File: src/rtl/gate_seq_pkg.sv
// Shared definitions for the gate sequencer: FSM state type, vector count
// and the reference function for the 2-input gate under test (XOR).
package gate_seq_pkg;

  typedef enum logic [1:0] {
    ST_IDLE   = 2'd0,
    ST_APPLY  = 2'd1,
    ST_SAMPLE = 2'd2,
    ST_DONE   = 2'd3
  } state_e;

  localparam int NUM_VEC = 4;
  localparam logic [1:0] LAST_VEC = 2'(NUM_VEC - 1);

  // Expected response of a healthy gate for stimulus (a, b).
  function automatic logic exp_out(input logic a, input logic b);
    return a ^ b;
  endfunction

endpackage

File: src/rtl/gate_seq_timer.sv
// Dwell down-counter: load a value, count down while enabled, flag zero.
module gate_seq_timer #(
  parameter int W = 8
) (
  input  logic         clk,
  input  logic         rst_n,
  input  logic         load,
  input  logic         en,
  input  logic [W-1:0] load_val,
  output logic         zero
);

  logic [W-1:0] cnt_q;
  logic [W-1:0] cnt_d;

  // Next count: load wins, otherwise decrement until zero.
  always_comb begin
    cnt_d = cnt_q;
    if (load) begin
      cnt_d = load_val;
    end else if (en && (cnt_q != {W{1'b0}})) begin
      cnt_d = cnt_q - W'(1);
    end else begin
      cnt_d = cnt_q;
    end
  end

  // Counter register, cleared asynchronously.
  always_ff @(posedge clk or negedge rst_n) begin
    if (!rst_n) begin
      cnt_q <= {W{1'b0}};
    end else begin
      cnt_q <= cnt_d;
    end
  end

  assign zero = (cnt_q == {W{1'b0}});

endmodule

File: src/rtl/gate_seq_ctrl.sv
// Gate sequencer: sweeps vectors 00,01,10,11 into a 2-input gate, holds
// each for D=max(dwell,1) cycles, samples the response and counts mismatches
// against XOR. Optional macro GATE_SEQ_LOOP_EN adds a 'stop' input and
// continuous sweeping until stop is seen during a sweep.
module gate_seq_ctrl
  import gate_seq_pkg::*;
#(
  parameter int DWELL_W = 8
) (
  input  logic               clk,
  input  logic               rst_n,
  input  logic               start,
`ifdef GATE_SEQ_LOOP_EN
  input  logic               stop,
`endif
  input  logic [DWELL_W-1:0] dwell,
  output logic               gate_a,
  output logic               gate_b,
  input  logic               gate_y,
  output logic               busy,
  output logic               done,
  output logic               pass,
  output logic [2:0]         err_cnt,
  output logic [1:0]         fail_vec
);

  state_e             state_q, state_d;
  logic [1:0]         vec_q, vec_d;
  logic [DWELL_W-1:0] dm1_q, dm1_d;      // D-1, reload value per vector
  logic               gate_a_q, gate_a_d;
  logic               gate_b_q, gate_b_d;
  logic               busy_q, busy_d;
  logic               done_q, done_d;
  logic               pass_q, pass_d;
  logic [2:0]         err_q, err_d;
  logic [1:0]         fvec_q, fvec_d;
  logic               tmr_load_s, tmr_en_s, tmr_zero_s;
  logic [DWELL_W-1:0] tmr_val_s;
  logic               mismatch_s;
  logic [DWELL_W-1:0] dwell_m1_s;
`ifdef GATE_SEQ_LOOP_EN
  logic               stop_q, stop_d;
`endif

  gate_seq_timer #(.W(DWELL_W)) u_timer (
    .clk      (clk),
    .rst_n    (rst_n),
    .load     (tmr_load_s),
    .en       (tmr_en_s),
    .load_val (tmr_val_s),
    .zero     (tmr_zero_s)
  );

  assign dwell_m1_s = (dwell == {DWELL_W{1'b0}}) ? {DWELL_W{1'b0}} : (dwell - DWELL_W'(1));
  assign mismatch_s = (gate_y != exp_out(gate_a_q, gate_b_q));

  // Next-state and next-output computation for the sweep FSM.
  always_comb begin
    state_d    = state_q;
    vec_d      = vec_q;
    dm1_d      = dm1_q;
    gate_a_d   = gate_a_q;
    gate_b_d   = gate_b_q;
    busy_d     = busy_q;
    done_d     = 1'b0;
    pass_d     = pass_q;
    err_d      = err_q;
    fvec_d     = fvec_q;
    tmr_load_s = 1'b0;
    tmr_en_s   = 1'b0;
    tmr_val_s  = dm1_q;
`ifdef GATE_SEQ_LOOP_EN
    stop_d     = stop_q | stop;
`endif
    case (state_q)
      ST_IDLE: begin
        if (start) begin
          state_d    = ST_APPLY;
          busy_d     = 1'b1;
          dm1_d      = dwell_m1_s;
          err_d      = 3'd0;
          pass_d     = 1'b0;
          fvec_d     = 2'd0;
          vec_d      = 2'd0;
          gate_a_d   = 1'b0;
          gate_b_d   = 1'b0;
          tmr_load_s = 1'b1;
          tmr_val_s  = dwell_m1_s;
`ifdef GATE_SEQ_LOOP_EN
          stop_d     = 1'b0;
`endif
        end else begin
          state_d = ST_IDLE;
        end
      end
      ST_APPLY: begin
        // Timer holds D-1 on entry, so zero marks the last APPLY cycle.
        if (tmr_zero_s) begin
          state_d = ST_SAMPLE;
        end else begin
          tmr_en_s = 1'b1;
        end
      end
      ST_SAMPLE: begin
        if (mismatch_s) begin
          err_d = err_q + 3'd1;
          if (err_q == 3'd0) begin
            fvec_d = vec_q;
          end else begin
            fvec_d = fvec_q;
          end
        end else begin
          err_d = err_q;
        end
        if (vec_q == LAST_VEC) begin
          state_d  = ST_DONE;
          busy_d   = 1'b0;
          done_d   = 1'b1;
          pass_d   = (err_d == 3'd0);
          gate_a_d = 1'b0;
          gate_b_d = 1'b0;
        end else begin
          state_d    = ST_APPLY;
          vec_d      = vec_q + 2'd1;
          gate_a_d   = vec_d[1];
          gate_b_d   = vec_d[0];
          tmr_load_s = 1'b1;
        end
      end
      ST_DONE: begin
`ifdef GATE_SEQ_LOOP_EN
        if (stop_q | stop) begin
          state_d = ST_IDLE;
        end else begin
          state_d    = ST_APPLY;
          busy_d     = 1'b1;
          err_d      = 3'd0;
          fvec_d     = 2'd0;
          vec_d      = 2'd0;
          gate_a_d   = 1'b0;
          gate_b_d   = 1'b0;
          tmr_load_s = 1'b1;
          stop_d     = 1'b0;
        end
`else
        state_d = ST_IDLE;
`endif
      end
      default: begin
        state_d  = ST_IDLE;
        busy_d   = 1'b0;
        gate_a_d = 1'b0;
        gate_b_d = 1'b0;
      end
    endcase
  end

  // Register all FSM state and outputs; reset clears everything immediately.
  always_ff @(posedge clk or negedge rst_n) begin
    if (!rst_n) begin
      state_q  <= ST_IDLE;
      vec_q    <= 2'd0;
      dm1_q    <= {DWELL_W{1'b0}};
      gate_a_q <= 1'b0;
      gate_b_q <= 1'b0;
      busy_q   <= 1'b0;
      done_q   <= 1'b0;
      pass_q   <= 1'b0;
      err_q    <= 3'd0;
      fvec_q   <= 2'd0;
`ifdef GATE_SEQ_LOOP_EN
      stop_q   <= 1'b0;
`endif
    end else begin
      state_q  <= state_d;
      vec_q    <= vec_d;
      dm1_q    <= dm1_d;
      gate_a_q <= gate_a_d;
      gate_b_q <= gate_b_d;
      busy_q   <= busy_d;
      done_q   <= done_d;
      pass_q   <= pass_d;
      err_q    <= err_d;
      fvec_q   <= fvec_d;
`ifdef GATE_SEQ_LOOP_EN
      stop_q   <= stop_d;
`endif
    end
  end

  assign gate_a   = gate_a_q;
  assign gate_b   = gate_b_q;
  assign busy     = busy_q;
  assign done     = done_q;
  assign pass     = pass_q;
  assign err_cnt  = err_q;
  assign fail_vec = fvec_q;

endmodule

File: config.mk
export PLATFORM = sky130hd
export DESIGN_NAME = gate_seq_ctrl
export DESIGN_NICKNAME = d
export VERILOG_FILES = /design/src/rtl/gate_seq_pkg.sv /design/src/rtl/gate_seq_timer.sv /design/src/rtl/gate_seq_ctrl.sv
export SDC_FILE = /design/constraint.sdc
export NUM_CORES = 1
export LEC_CHECK = 0
export CORE_MARGIN = 1
export CORE_UTILIZATION = 30
export DETAILED_ROUTE_END_ITERATION = 7
export MAX_ROUTING_LAYER = met4
export RECOVER_POWER = 50
export SETUP_SLACK_MARGIN = 0.05
export SYNTH_ARGS = -nofsm -noshare
export SYNTH_HDL_FRONTEND = slang
export SYNTH_HIERARCHICAL = 1
export SYNTH_SLANG_ARGS = --single-unit
File: constraint.sdc
create_clock -name clk -period 3.3 [get_ports clk]
set_clock_uncertainty 0.2 [all_clocks]
set_input_delay 0.825 -clock clk [delete_from_list [all_inputs] [get_ports clk]]
set_output_delay 0.825 -clock clk [all_outputs]
set_load 0.01 [all_outputs]
* Yosys cells after proc, flatten, opt, wreduce, memory -nomap -nowiden
Index checks and enable logic that the tools add are counted.
** Word-level totals
- Logic and storage cells :: 76
- Register bits after elaboration :: 30
- Input port bits :: 12
** Operators by class
- Add/subtract/negate cells :: 4
- Equal/unequal tests :: 11
- Reductions and logical operators :: 13
- Bitwise operators :: 1
- Muxes and demuxes :: 36
** Operator list (count)
- $mux 8 :: 5
- $logic_not 8->1 :: 2
- $sub 8x1->8 const B :: 2
- $mux 1 :: 13
- $mux 2 :: 6
- $ne 2x2->1 const B :: 6
- $pmux 1 s2 :: 5
- $mux 3 :: 3
- $pmux 2 s2 :: 2
- $pmux 2 s4 :: 1
- $reduce_bool 8->1 :: 1
- $eq 2x2->1 const B :: 3
- $logic_not 3->1 :: 2
- $pmux 3 s2 :: 1
- $reduce_and 3->1 :: 2
- $reduce_and 4->1 :: 1
- $reduce_bool 2->1 :: 2
- $add 3x1->3 const B :: 1
- $add 2x1->2 const B :: 1
- $eq 2x1->1 const B :: 1
- $logic_not 2->1 :: 1
- $reduce_and 2->1 :: 1
- $logic_and 1x1->1 :: 1
- $ne 1x1->1 :: 1
- $xor 1x1->1 :: 1

* Logic depth before layout (Yosys ltp)
Gate-level depths: netlist of the first run.
- Word-level depth :: 7
- Depth in mapped cells :: 8
- Gate-level depth less buffers :: 8

* Hierarchy
The synthesis of the first run kept the hierarchy.
** Modules (own cells, without submodules)
- gate_seq_ctrl :: instances 1, cells each 117, area an instance 1183.6 um^2
- gate_seq_timer :: instances 1, cells each 58, area an instance 528.0 um^2

* Worst setup path after synthesis of the first run
No wires, ideal clock.
- Path kind :: register -> register
- From :: register u_timer.cnt_q[0]
- To :: register u_timer.cnt_q[7]
- Required time :: 2.974 ns
- Setup time :: 0.126 ns
- Path slack :: 0.658 ns
- Stages on the path, launching flop included :: 9
- Arrival time :: 2.316 ns
- Period minus slack after synthesis :: 2.642 ns
- Buffers on the path :: 0
- Cells stage by stage :: dfrtp_1 > inv_1 > ha_1 > or3b_2 > nor2_1 > nor3b_1 > or3b_1 > o311a_1 > a221o_1
** On the way
- Word-level cells in the longest chain between the ends :: 5
** RTL lines
- start: declaration :: RTL line gate_seq_timer.sv:13 : logic [W-1:0] cnt_q;
- start signal: assignment :: RTL line gate_seq_timer.sv:31 : cnt_q <= {W{1'b0}};
- start signal: assignment :: RTL line gate_seq_timer.sv:33 : cnt_q <= cnt_d;
- $logic_not 8->1 :: RTL line gate_seq_timer.sv:37 : assign zero = (cnt_q == {W{1'b0}});
- named net tmr_zero_s :: RTL line gate_seq_ctrl.sv:37 : logic tmr_load_s, tmr_en_s, tmr_zero_s;
- $mux 1 :: RTL line gate_seq_ctrl.sv:98 : if (tmr_zero_s) begin
- $mux 1 :: RTL line gate_seq_ctrl.sv:75 : case (state_q)
- named net tmr_en_s :: RTL line gate_seq_ctrl.sv:37
- $logic_and 1x1->1 :: RTL line gate_seq_timer.sv:21 : end else if (en && (cnt_q != {W{1'b0}})) begin
- $reduce_bool 2->1 (no line)
The timed path passes the listed nets, and every way through them passes these cells. The select of a mux whose other input is x is not followed.
A chain may end at the register's enable or synchronous reset.

* Final worst setup path of the first run
- From :: input port dwell[4]
- To :: register u_timer.cnt_q[5]
** On the way
- Word-level cells in the longest chain between the ends :: 5
** RTL lines
- start: declaration :: RTL line gate_seq_ctrl.sv:16 : input logic [DWELL_W-1:0] dwell,
- $sub 8x1->8 / $logic_not 8->1 (equally long branches) :: RTL line gate_seq_ctrl.sv:54 : assign dwell_m1_s = (dwell == {DWELL_W{1'b0}}) ? {DWELL_W{1'b0}} : (dwell - DWELL_W'(1));
- $mux 8 (*) :: RTL line gate_seq_ctrl.sv:54
- $mux 8 (*) (2 in series)
- $mux 8 (*) :: RTL line gate_seq_timer.sv:19 : if (load) begin
Every way passes the cells marked *; elsewhere a longest branch is shown, timed or not.

==> results, run 1 <==
- The run finished, with violations left.
- The checks that failed: max-capacitance violations, max-slew violations.
- Headroom to the max-slew limit came out at -10.08%.
- The fraction of the mapped netlist area in adder cells is 5.117%.
- The number of nets in the synthesized netlist is 194.
- The leakage power of the design is 0.9160 nW.
- The overall track demand over capacity in global routing is 13.74%.
- The final core utilization is 38.01%.
- Setup repair after global routing left no endpoint under its margin.
- The number of gates resized after CTS was 0.
- Registers are responsible for 40.1% of the overall power.
- Yosys printed 6 warnings.
- By area the synthesized netlist is led by dfrtp_1 (44%), ha_1 (5.1%), nand2_1 (4.4%), o31ai_1 (3.5%), nor2_1 (2.4%).
- The die is 77.54 um wide.
- The critical path is of the input pin to flip-flop type.
- TritonCTS built the clock tree.
- The total I/O pin count is 22.
- Dividing the synthesized area by the synthesized cell count gives 9.781 sq um.
- In this run the clock root is driven by a clkbuf_8.
- The die area is 0.006012 sq mm.
- Along the worst hold path, the cell count comes to 2.
- The final layout contains routed wiring with a total length of 3.615 mm.
- The mux contribution to synthesized area is 2.558%.
- The number of cells on the worst reg-to-reg path is 8.
- The number of buffer cells added on primary ports is 21.
- The number of antenna violations at the first check in global routing is 0.
- Buffers added to address setup during post-CTS repair amount to 0.
- The count of final hold-check violations came to 0.
- The maximum clock path buffer count is 2.
- Cells with a size suffix above 1 make up 9.500% of the layout.
- In this run the remaining antenna-violating nets after routing total 0.
- The critical path required time is 3.26 ns.
- The TritonCTS buffer count is 5.
- After layout, the worst path uses 83.72% of the clock period.
- The clock latency of the later-clocked register in the worst-skew pair is 0.28 ns.
- Measured along the y axis, the die boundary spans 77.54 um.
- Detailed placement finished with a half-perimeter wire length of 2.533 mm.
- The H-tree was split into 2 levels.
- After the last flow step, the layout net total stands at 218.
- Of all cell types, the one taking the most synthesized area is dfrtp_1.
- The number of endpoints failing setup at the final stage is 0.
- The mapped netlist covers 0.001712 sq mm.
- The share of Yosys cell area claimed by the top area cell type is 43.86%.
- The net switching fraction of the power is 37.35%.
- The via count of the first global-routing pass is 1290.
- The sum of negative setup slack is 0 ns.
- The critical path endpoint category is a flip-flop.
- On the worst path, the slowest cell contributes a delay of 0.51 ns.
- The max-cap violation count is 1.
- For this run the aggregate overflow at the end of global routing stands at 0.
- At the pin with the least slew margin, the transition time is 1.651 ns.
- The number of flops mapped to enable cells by yosys is 0.
- The vias after detailed routing is 1365.
- Relative to the synthesized area, the layout overhead comes to 22.30%.
- In this run the worst hold path is classified as flip-flop to flip-flop.
- Counting every sink on the clock net gives 30.
- The maximum number of pins on one net before global-route repair is 31.
- The logic gate share of total power is 38.7%.
- The first global-routing pass estimated 6.216 mm of wire.
- The commonest register cell after synthesis is dfrtp_1.
- The switching power total is 0.0005369 W.
- In the final layout, the multi-input gates occupy 898.4 sq um.
- After layout, the minimum clock period comes to 2.763 ns.
- Of the total synthesized cell area, the portion taken by AND, OR, NAND and NOR gates is 21.42%.
- The number of flip-flops and latches in the synthesized netlist is 30.
- The critical path startpoint category is an input pin.
- The repair_antennas step left the layout with diodes totalling 0.
- Dividing total power by cell area gives a power density of 686.8 mW/mm^2.
- IR analysis of the VDD net gives a maximum drop of 208.1 uV.
- The synthesized netlist devotes 19.96% of its cell area to compound gates.
- The number of DRC markers in iteration 0 is 91.
- The slowest cell on the critical path is nor4_1.
- The number of buffers added to fix hold violations after cts is 0.
- The clock edge transition at the registers on the reported setup and hold paths is 0.07 ns.
- Summing all flip-flop and latch instances after layout gives 750.7 sq um.
- The peak fanout along the critical path is 6.
- At the worst endpoint, the arrival time is 2.73 ns.
- The total iterations of the first detailed-routing run is 4.
- Based on the critical path, the design can be clocked at up to 362.0 MHz.
- The netlist uses 49 different library cells.
- The placeable core region is 0.005507 sq mm.
- The wire length per cell after detailed routing is 13.29 um.
- The number of slew-limit violations in the final report was 31.
- The share of flip-flops with an asynchronous set or reset is 100.0%.
- After detailed routing, the number of remaining DRC violations is 0.
- The signal on the critical path passes through clkdlybuf4s50_1 > nor4_1 > and4b_1 > o31ai_1 > a221o_1.
- The internal power of the cells totals 0.0009008 W.
- Routability-driven placement finished with a final weighted congestion of 0.8302.
- In the routed layout, each cell is associated on average with a via count of 5.018.
- The part of the Yosys area used for sequential elements is 43.86%.
- The row count is 27.
- The initial utilization of the core area, before any placement, comes to 31.08%.
- The total design power is 0.001438 W.
- The dominant combinational cell family by area after synthesis is simple AND/OR/NAND/NOR gates.
- The synthesized-area fraction occupied by xor and xnor cells is 3.436%.
- In this run, the clock network consumes 21.2% of the power.
- The fill cell instance count of the final layout is 548.
- Synthesis handed over a netlist of 175 instances.
[cell usage after synthesis (all sizes together), types with 2 or more instances]
cell type and number:
a211o 2, a21o 3, a21oi 6, a221o 2, a22o 6, a31oi 4, buf 2, clkbuf 5
dfrtp 30, ha 7, inv 8, mux2 3, nand2 20, nand2b 4, nand3 5, nand4 2
nor2 11, nor2b 2, nor3 6, nor3b 4, nor4 2, o211ai 2, o21ai 5, o31ai 8
or3b 3, or4 4, xnor2 3
[flip-flops by register name, indices dropped and copies added (netlist names)]
signal         count
dm1_q              8
u_timer/cnt_q      8
err_cnt            3
fail_vec           2
state_q            2
vec_q              2
busy               1
done               1
gate_a             1
gate_b             1
pass               1
[worst max-delay path: cells and delay by family]
family,cells,cell delay (ns)
buffers and inverters,1,0.45
and+or+nand+nor,2,0.93
AOI/OAI and AO/OA,2,0.52
[cells in the final DEF (no fill, tap or decap), types with 3 or more instances in the layout]
master	count
a22o_1	4
nand3_1	5
ha_1	7
a31oi_1	4
clkdlybuf4s50_1	20
clkbuf_8	6
nor3_1	6
nand2_1	20
o21ai_0	5
nand2b_1	3
nor2_1	11
o31ai_1	8
xnor2_1	3
nor3b_1	4
or4_1	4
inv_1	8
dfrtp_1	30
a21oi_1	6
a21o_1	3
[through the flow]
step	setup slack, ns	instances	hold slack (ns)	area (sq um)
finish	0.5372	272	0.2828	2093
global route	0.2963	272	0.3214	2093
CTS	0.5710	272	0.2913	2097
detailed placement	0.2821	264	0.2749	2006
global placement	0.3132	264	0.2659	2006
floorplan	0.6577	175	0.2458	1712
[layout make-up]
cell class,instances,share of cell area (%)
clock buffer,7,4.124
clock inverter,1,0.2391
inverter,9,1.614
multi-input combinational,129,42.92
sequential,30,35.86
tap,72,4.304
timing repair buffer,24,10.94
[routing by layer]
layer / wire length [um] / vias up / track usage, %
met3: 134 / 7 / 4.000
met2: 1494 / 25 / 18.94
met1: 1919 / 637 / 18.66
li1: - / 696 / -
met5: 0 / - / -
met4: 68 / 0 / 5.660
[worst paths after layout]
path                            slack [ns]                to              from
worst min-delay path                  0.28              busy              busy
worst max-delay path                  0.54  u_timer/cnt_q[5]          dwell[4]
worst min register to register        0.28              busy              busy
max in group asynchronous             0.64          dm1_q[4]             rst_n
worst max register to register        0.67  u_timer/cnt_q[7]  u_timer/cnt_q[0]
min in group asynchronous             1.30            gate_b             rst_n
[power groups by stage]
stage	logic (W)	registers [W]	clock network [W]
floorplan	0.000430	0.000548	0
global placement	0.000551	0.000578	0
detailed placement	0.000562	0.000581	0
CTS	0.000565	0.000575	0.000318
global route	0.000636	0.000592	0.000341
finish	0.000557	0.000576	0.000305
[cell families after synthesis]
logic type	after synthesis
adders and majority gates	7
muxes	4
xor gates and xnor gates	5
buffers and inverters	16
and+or+nand+nor	68
DFF	30
AOI/OAI and AO/OA	45
(Power assumes the default switching activity.)
==> run 2, diff against run 1 <==
==> constraint.sdc (replaced) <==
create_clock -name clk -period 2.36 [get_ports clk]
set_clock_uncertainty 0.2 [all_clocks]
set_input_delay 0.59 -clock clk [delete_from_list [all_inputs] [get_ports clk]]
set_output_delay 0.59 -clock clk [all_outputs]
set_load 0.01 [all_outputs]
==> run 2 against run 1 <==
Effect of this change:
- the flow now finishes without violations
- hold slack gained 0.0015 ns
- sequential cell count is the same
- via count grew 12%
- largest cell class unchanged
- design area grew 19%
- highest routed layer unchanged
- critical path depth grew 3
- register-to-register slack lost 0.64 ns
==> results, run 2 (same netlist as run 1, synthesis figures left out) <==
- Setup repair after global routing could not meet its margin everywhere.
- For this run, the top clock speed supported by timing is 428.3 MHz.
- The global-route wire length before repair came to 6.900 mm (+11%).
- The number of antenna violations at the first check in global routing was 0 (unchanged).
- The worst setup path is of the flip-flop to flip-flop kind.
- The cell count after placement is 294 (+11%).
- The chip width is 77.54 um (unchanged).
- Traced cell by cell, the critical path runs through inv_2 > ha_4 > or3b_4 > nor2_4 > nor3b_4 > or3b_4 > o311a_1 > a221o_1.
- The total routed wirelength is 3.973 mm (+9.9%).
- The share of post-route cells with drive strength above 1 is 33.19% (+24 points).
- The max-cap violation count was 0 (-1).
- The die area is 0.006012 sq mm (unchanged).
- The cell area reported after detailed placement is 0.002267 sq mm (+13%).
- The maximum level of the CTS H-tree was 2 (unchanged).
- The overall track demand over capacity in global routing came to 14.93% (+1.2 points).
- Grouping stages by cell kind, the critical path spends the most delay in simple AND/OR/NAND/NOR gates.
- Leaving out fill and tap cells, the most frequent cell in the layout is buf_4.
- The slowest stage of the critical path belongs to the cell or3b_4.
- The delay of the slowest critical-path stage is 0.44 ns (-0.07 ns).
- The number of slew-limit violations in the final report was 0 (-100%).
- The total clock sinks came to 30 (unchanged).
- The critical path required time is 2.32 ns (-0.94 ns).
- The total iterations of the first detailed-routing run came to 5 (+1).
- The total I/O pin count is 22 (unchanged).
- The maximum number of pins on one net before global-route repair is 31 (unchanged).
- The number of antenna-violating nets in the routed design is 0 (unchanged).
- The number of buffer cells added on primary ports is 21 (unchanged).
- The post-route non-filler standard cell count is 307 (+13%).
- STA classifies the critical path endpoint as a flip-flop.
- The flow ran to the end, and the final reports show no timing, DRC or antenna violations.
- Leaving out fill and tap cells, the most frequent cells in the layout are buf_4 (35), dfrtp_1 (30), nand2_1 (19).
- The area occupied by registers was 750.7 sq um (unchanged).
- The overall die height is 77.54 um (unchanged).
- The number of diodes added for antenna fixing is 0 (unchanged).
- The max-slew headroom at the worst pin is 50.31% (+60 points).
- The number of endpoints failing setup at the final stage came to 0 (unchanged).
- The average vias per placed instance is 4.987 (-0.63%).
- The number of design rule violations left after detail routing came to 0 (unchanged).
- The via count of the first global-routing pass is 1515 (+17%).
- The most repeated library cell on the critical path is or3b_4.
- The areal power density over the cells was 1014 mW/mm^2 (+48%).
- The row count is 27 (unchanged).
- The combined area of the multi-input logic cells came to 0.001013 sq mm (+13%).
- The tightest min-delay check is of the flip-flop to flip-flop type.
- The post-layout minimum cycle time is 2.335 ns.
- The vias after detailed routing is 1531 (+12%).
- The fill cell instance count of the final layout is 536 (-2.2%).
- The area growth from synthesis to layout is 45.69%.
- The TritonCTS clock tree is yes.
- The final HPWL from detailed placement was 2.796 mm (+10%).
- The worst-case vdd ir drop is 393.8 uV (+89%).
- The global-route congestion overflow total is 0 (unchanged).
- The smallest setup slack after layout is 0.02545 ns (-0.5117 ns).
- The post-layout net count is 253 (+16%).
- The final weighted congestion in routability-driven placement is 0.7772 (-6.4%).
- The TritonCTS buffer count is 5 (unchanged).
- The effective utilization at floorplan is 31.08% (unchanged).
- The clock edge transition at the registers on the reported setup and hold paths was 0.07 ns (about the same).
- The clock latency of the later-clocked register in the worst-skew pair is 0.28 ns (about the same).
- The placeable core region came to 0.005507 sq mm (unchanged).
- The wire length per cell after detailed routing came to 12.94 um (-2.6%).
- The leakage power of the design is 1.147 nW (+25%).
- The post-route standard cell area excluding fillers is 0.002494 sq mm (+19%).
- The cell sitting at the root of the clock tree is a clkbuf_8.
- The number of DRC markers in iteration 0 is 86 (-5.5%).
- The buffers plus inverters on the worst setup path came to 1 (unchanged).
- The critical path startpoint category is a flip-flop.
- The total design power is 0.002530 W (+76%).
- The worst slack after detailed placement is -0.4097 ns (-0.6918 ns).
- Of the available clock period, the critical path in the final layout requires 98.92%.
- The maximum clock path buffer count is 2 (unchanged).
- The count of final hold-check violations is 0 (unchanged).
- The peak fanout along the critical path is 5 (-1).
- The transition time of the tightest slew-check pin is 0.7454 ns (-0.9058 ns).
- The endpoint arrival time on the critical path is 2.30 ns (-0.43 ns).
- The number of buffers added to fix hold violations after cts is 0 (unchanged).
==> run 2: layout make-up <==
| class | instances | area share (%) |
|---|---|---|
| multi-input combinational | 129 | 40.64 |
| clock inverter | 3 | 1.606 |
| sequential | 30 | 30.11 |
| tap | 72 | 3.613 |
| inverter | 9 | 1.355 |
| timing repair buffer | 59 | 19.92 |
| clock buffer | 5 | 2.760 |
==> run 2: metrics by stage <==
step | hold WS, ns | util, % | setup TNS, ns
after global placement | 0.2659 | 41.17 | -2.335
after CTS | 0.2870 | 43.56 | 0
after global routing | 0.3239 | 45.29 | -0.09600
final | 0.2842 | 45.29 | 0
after floorplan | 0.09441 | - | -0.1259
after detailed placement | 0.2720 | 41.17 | -3.081
==> run 2: report_power, final <==
| part | switching (W) | total [W] | internal (W) |
|---|---|---|---|
| clock | 0.000192 | 0.000502 | 0.000310 |
| combinational | 0.000598 | 0.00126 | 0.000660 |
| sequential | 0.0000970 | 0.000769 | 0.000672 |
| total | 0.000887 | 0.00253 | 0.00164 |
==> run 2: routing by layer <==
layer	wire length, um	track usage, %	vias to the layer above	part of all wire, %
met5	0	-	-	0
met1	1883	18.88	736	47
met2	1883	23.27	31	47
met3	166	3.647	6	4.2
met4	38	5.094	0	0.96
li1	-	-	758	-
==> run 2: worst paths after layout <==
path | start | to | slack (ns) | cells after the start
max | u_timer/cnt_q[1] | u_timer/cnt_q[7] | 0.03 | 8
min | busy | busy | 0.28 | 2
max reg2reg | u_timer/cnt_q[1] | u_timer/cnt_q[7] | 0.03 | 8
min reg2reg | busy | busy | 0.28 | 2
max in group asynchronous | rst_n | dm1_q[4] | 0.78 | 2
min in group asynchronous | rst_n | u_timer/cnt_q[0] | 0.71 | 2
==> run 2: what timing repair did <==
| item | in CTS | in global routing |
|---|---|---|
| buffers inserted | 2 | 3 |
| endpoints found under the hold margin | 0 | 0 |
| endpoints found under the setup margin | 6 | 8 |
| gates resized for setup | 6 | 20 |
| pin swaps | 4 | 7 |
==> run 2: worst min-delay path, cell delays in order, from the launching register on <==
cell,delay (ns)
dfrtp_1,0.35
nand2_1,0.05
nand2_1,0.05
==> run 3, diff against run 2 <==
==> constraint.sdc (replaced) <==
create_clock -name clk -period 2.4 [get_ports clk]
set_clock_uncertainty 0.2 [all_clocks]
set_input_delay 0.6 -clock clk [delete_from_list [all_inputs] [get_ports clk]]
set_output_delay 0.6 -clock clk [all_outputs]
set_load 0.01 [all_outputs]
==> run 3 against run 2 <==
Effect of this change:
- hold slack lost 0.013 ns
- design area decreased by 2.1%
- first-iteration DRC count is 33% lower
- sequential power down 1%
- cell count decreased by 0.98%
- wire length shrank 3.5%
- via count decreased by 2.0%
- sequential share of layout area grew 0.63 points
- count of clock-buffer cells in the layout unchanged
- highest routed layer unchanged
- global-route usage is essentially flat
- power down 6.5%
- non-clock buffer count is 3 lower
==> results, run 3 (same netlist as run 1, synthesis figures left out) <==
- The smallest setup slack after layout came to 0.06703 ns (+0.04158 ns).
- The post-layout net count is 250 (-1.2%).
- The maximum clock path buffer count is 2 (unchanged).
- The clock latency of the later-clocked register in the worst-skew pair is 0.29 ns (about the same).
- The most common cell after layout, fill and taps aside is buf_4.
- The areal power density over the cells is 968.1 mW/mm^2 (-4.6%).
- TritonCTS built the clock tree.
- The worst-case vdd ir drop is 319.5 uV (-19%).
- The total iterations of the first detailed-routing run is 4 (-1).
- The number of buffer cells added on primary ports is 21 (unchanged).
- After global routing, the most crowded layer is met2.
- Relative to the synthesized area, the layout overhead comes to 42.69%.
- The maximum number of pins on one net before global-route repair is 31 (unchanged).
- The number of endpoints failing setup at the final stage is 0 (unchanged).
- The placeable core region is 0.005507 sq mm (unchanged).
- The total routed wirelength came to 3.833 mm (-3.5%).
- The met2 routing resource usage after global routing is 22.30% (-0.97 points).
- The chip width is 77.54 um (unchanged).
- The cell area reported after detailed placement is 0.002275 sq mm (+0.33%).
- The peak fanout along the critical path is 6 (+1).
- The proportion of power drawn by the clock network is 21.4% (+1.6 points).
- The total I/O pin count came to 22 (unchanged).
- The number of buffers added to fix hold violations after cts was 0 (unchanged).
- The endpoint arrival time on the critical path is 2.31 ns (about the same).
- The number of diodes added for antenna fixing was 0 (unchanged).
- The final weighted congestion in routability-driven placement came to 0.7545 (-2.9%).
- The die area is 0.006012 sq mm (unchanged).
- The effective utilization at floorplan is 31.08% (unchanged).
- The critical path required time is 2.38 ns (+0.06 ns).
- The post-route standard cell area excluding fillers came to 0.002442 sq mm (-2.1%).
- The average vias per placed instance is 4.938 (-0.99%).
- The cell count after placement was 295 (+0.34%).
- The post-layout minimum cycle time is 2.333 ns (-0.001580 ns).
- The final HPWL from detailed placement was 2.774 mm (-0.78%).
- The TritonCTS buffer count came to 5 (unchanged).
- The flow ran to the end, and the final reports show no timing, DRC or antenna violations.
- The overall track demand over capacity in global routing is 14.91% (-0.018 points).
- The critical path endpoint category is a flip-flop.
- The global-route wire length before repair is 6.651 mm (-3.6%).
- The switching power total is 0.0008273 W (-6.7%).
- In this run the clock root is driven by a clkbuf_8.
- The leakage power of the design is 1.138 nW (-0.75%).
- The total clock sinks is 30 (unchanged).
- The sum of negative setup slack is 0 ns (unchanged).
- The tightest min-delay check is of the flip-flop to flip-flop type.
- The number of slew-limit violations in the final report is 0 (unchanged).
- The number of DRC markers in iteration 0 is 58 (-33%).
- By startpoint and endpoint, the worst setup path is classified as flip-flop to flip-flop.
- The logic gate share of total power was 46.4% (-3.3 points).
- The post-route non-filler standard cell count came to 304 (-0.98%).
- The fraction of met1 tracks used by global routing is 18.76% (-0.12 points).
- The share of post-route cells with drive strength above 1 is 29.74% (-3.5 points).
- The vias after detailed routing is 1501 (-2.0%).
- The top cell types in the final layout, fill and taps aside, are buf_4 (33), dfrtp_1 (30), nand2_1 (19).
- The row count was 27 (unchanged).
- The overall die height is 77.54 um (unchanged).
- The max-slew headroom at the worst pin is 51.38% (+1.1 points).
- The number of design rule violations left after detail routing came to 0 (unchanged).
- The fill cell instance count of the final layout is 521 (-2.8%).
- The critical path startpoint category is a flip-flop.
- The global-route congestion overflow total was 0 (unchanged).
- The wire length per cell after detailed routing is 12.61 um (-2.6%).
- The internal portion of total power is 0.001537 W (-6.4%).
- The highest clock frequency the design can meet was 428.6 MHz (about the same).
- The global-route met3 utilization is 3.647% (unchanged).
- The clock edge transition at the registers on the reported setup and hold paths came to 0.07 ns (about the same).
- The maximum level of the CTS H-tree is 2 (unchanged).
- The number of antenna violations at the first check in global routing came to 0 (unchanged).
- The net switching fraction of the power is 34.99% (-0.074 points).
- Setup repair after global routing could not meet its margin everywhere.
- The fraction of the cycle the final worst path needs is 97.21% (-1.7 points).
- The number of antenna-violating nets in the routed design was 0 (unchanged).
- The worst slack after detailed placement is -0.2916 ns (+0.1181 ns).
- The via count of the first global-routing pass is 1447 (-4.5%).
- The final core utilization is 44.35% (-0.93 points).
- The transition time of the tightest slew-check pin is 0.7294 ns (-0.01605 ns).
- The portion of total power attributed to sequential cells is 32.1% (+1.7 points).
- The max-cap violation count is 0 (unchanged).
- The count of final hold-check violations is 0 (unchanged).
==> run 3: changes by cell type in the layout (fill, tap and decap cells not counted), sizes merged <==
cell / change
dlygate4sd2: -3
dlymetal6s2s: +2
dlygate4sd3: +1
buf: -3
==> run 3: power by group through the flow <==
stage	sequential [W]	clock (W)	combinational [W]
final	0.000760	0.000506	0.00110
after global routing	0.000785	0.000539	0.00124
after CTS	0.000759	0.000524	0.00108
after detailed placement	0.000766	0	0.00106
after global placement	0.000763	0	0.00105
after floorplan	0.000758	0	0.000644
==> run 3: routing by layer <==
layer  wire length (um)  vias up
met3                181        6
met4                 80        0
met2               1779       30
li1                   -      756
met5                  0        -
met1               1791      709
==> run 3: worst paths after layout <==
kind / startpoint / endpoint / slack, ns / depth (start not counted)
worst min-delay path: busy / busy / 0.27 / 2
min in group asynchronous: rst_n / fail_vec[1] / 0.69 / 2
max in group asynchronous: rst_n / err_cnt[1] / 0.83 / 2
worst min register to register: busy / busy / 0.27 / 2
worst max-delay path: u_timer/cnt_q[1] / u_timer/cnt_q[7] / 0.07 / 8
worst max register to register: u_timer/cnt_q[1] / u_timer/cnt_q[7] / 0.07 / 8
==> run 3: area by class of cell <==
| cell class | count | area [sq um] | share of cell area [%] |
|---|---|---|---|
| tap | 72 | 90.09 | 3.689 |
| clock buffer | 5 | 68.82 | 2.818 |
| inverter | 9 | 33.78 | 1.383 |
| multi-input combinational | 129 | 979.7 | 40.11 |
| timing repair buffer | 56 | 479.2 | 19.62 |
| clock inverter | 3 | 40.04 | 1.639 |
| sequential | 30 | 750.7 | 30.74 |
==> run 3: worst max-delay path, stage by stage, from the launching register on <==
cell	delay [ns]
dfrtp_1	0.36
inv_2	0.06
ha_4	0.15
or3b_4	0.24
nor2_4	0.04
nor3b_4	0.18
or3b_4	0.44
o311a_1	0.30
a221o_1	0.25
==> run 3: stage by stage <==
stage / power (W) / hold slack [ns]
floorplan: 0.001402 / 0.1044
global placement: 0.001808 / 0.2650
detailed placement: 0.001828 / 0.2649
CTS: 0.002364 / 0.2801
global route: 0.002562 / 0.3275
finish: 0.002364 / 0.2709
==> run 3: what timing repair did <==
action / in CTS / in global routing
pin swaps: 4 / 5
setup buffers: 0 / 1
endpoints found under the setup margin: 5 / 8
resized for setup: 5 / 11
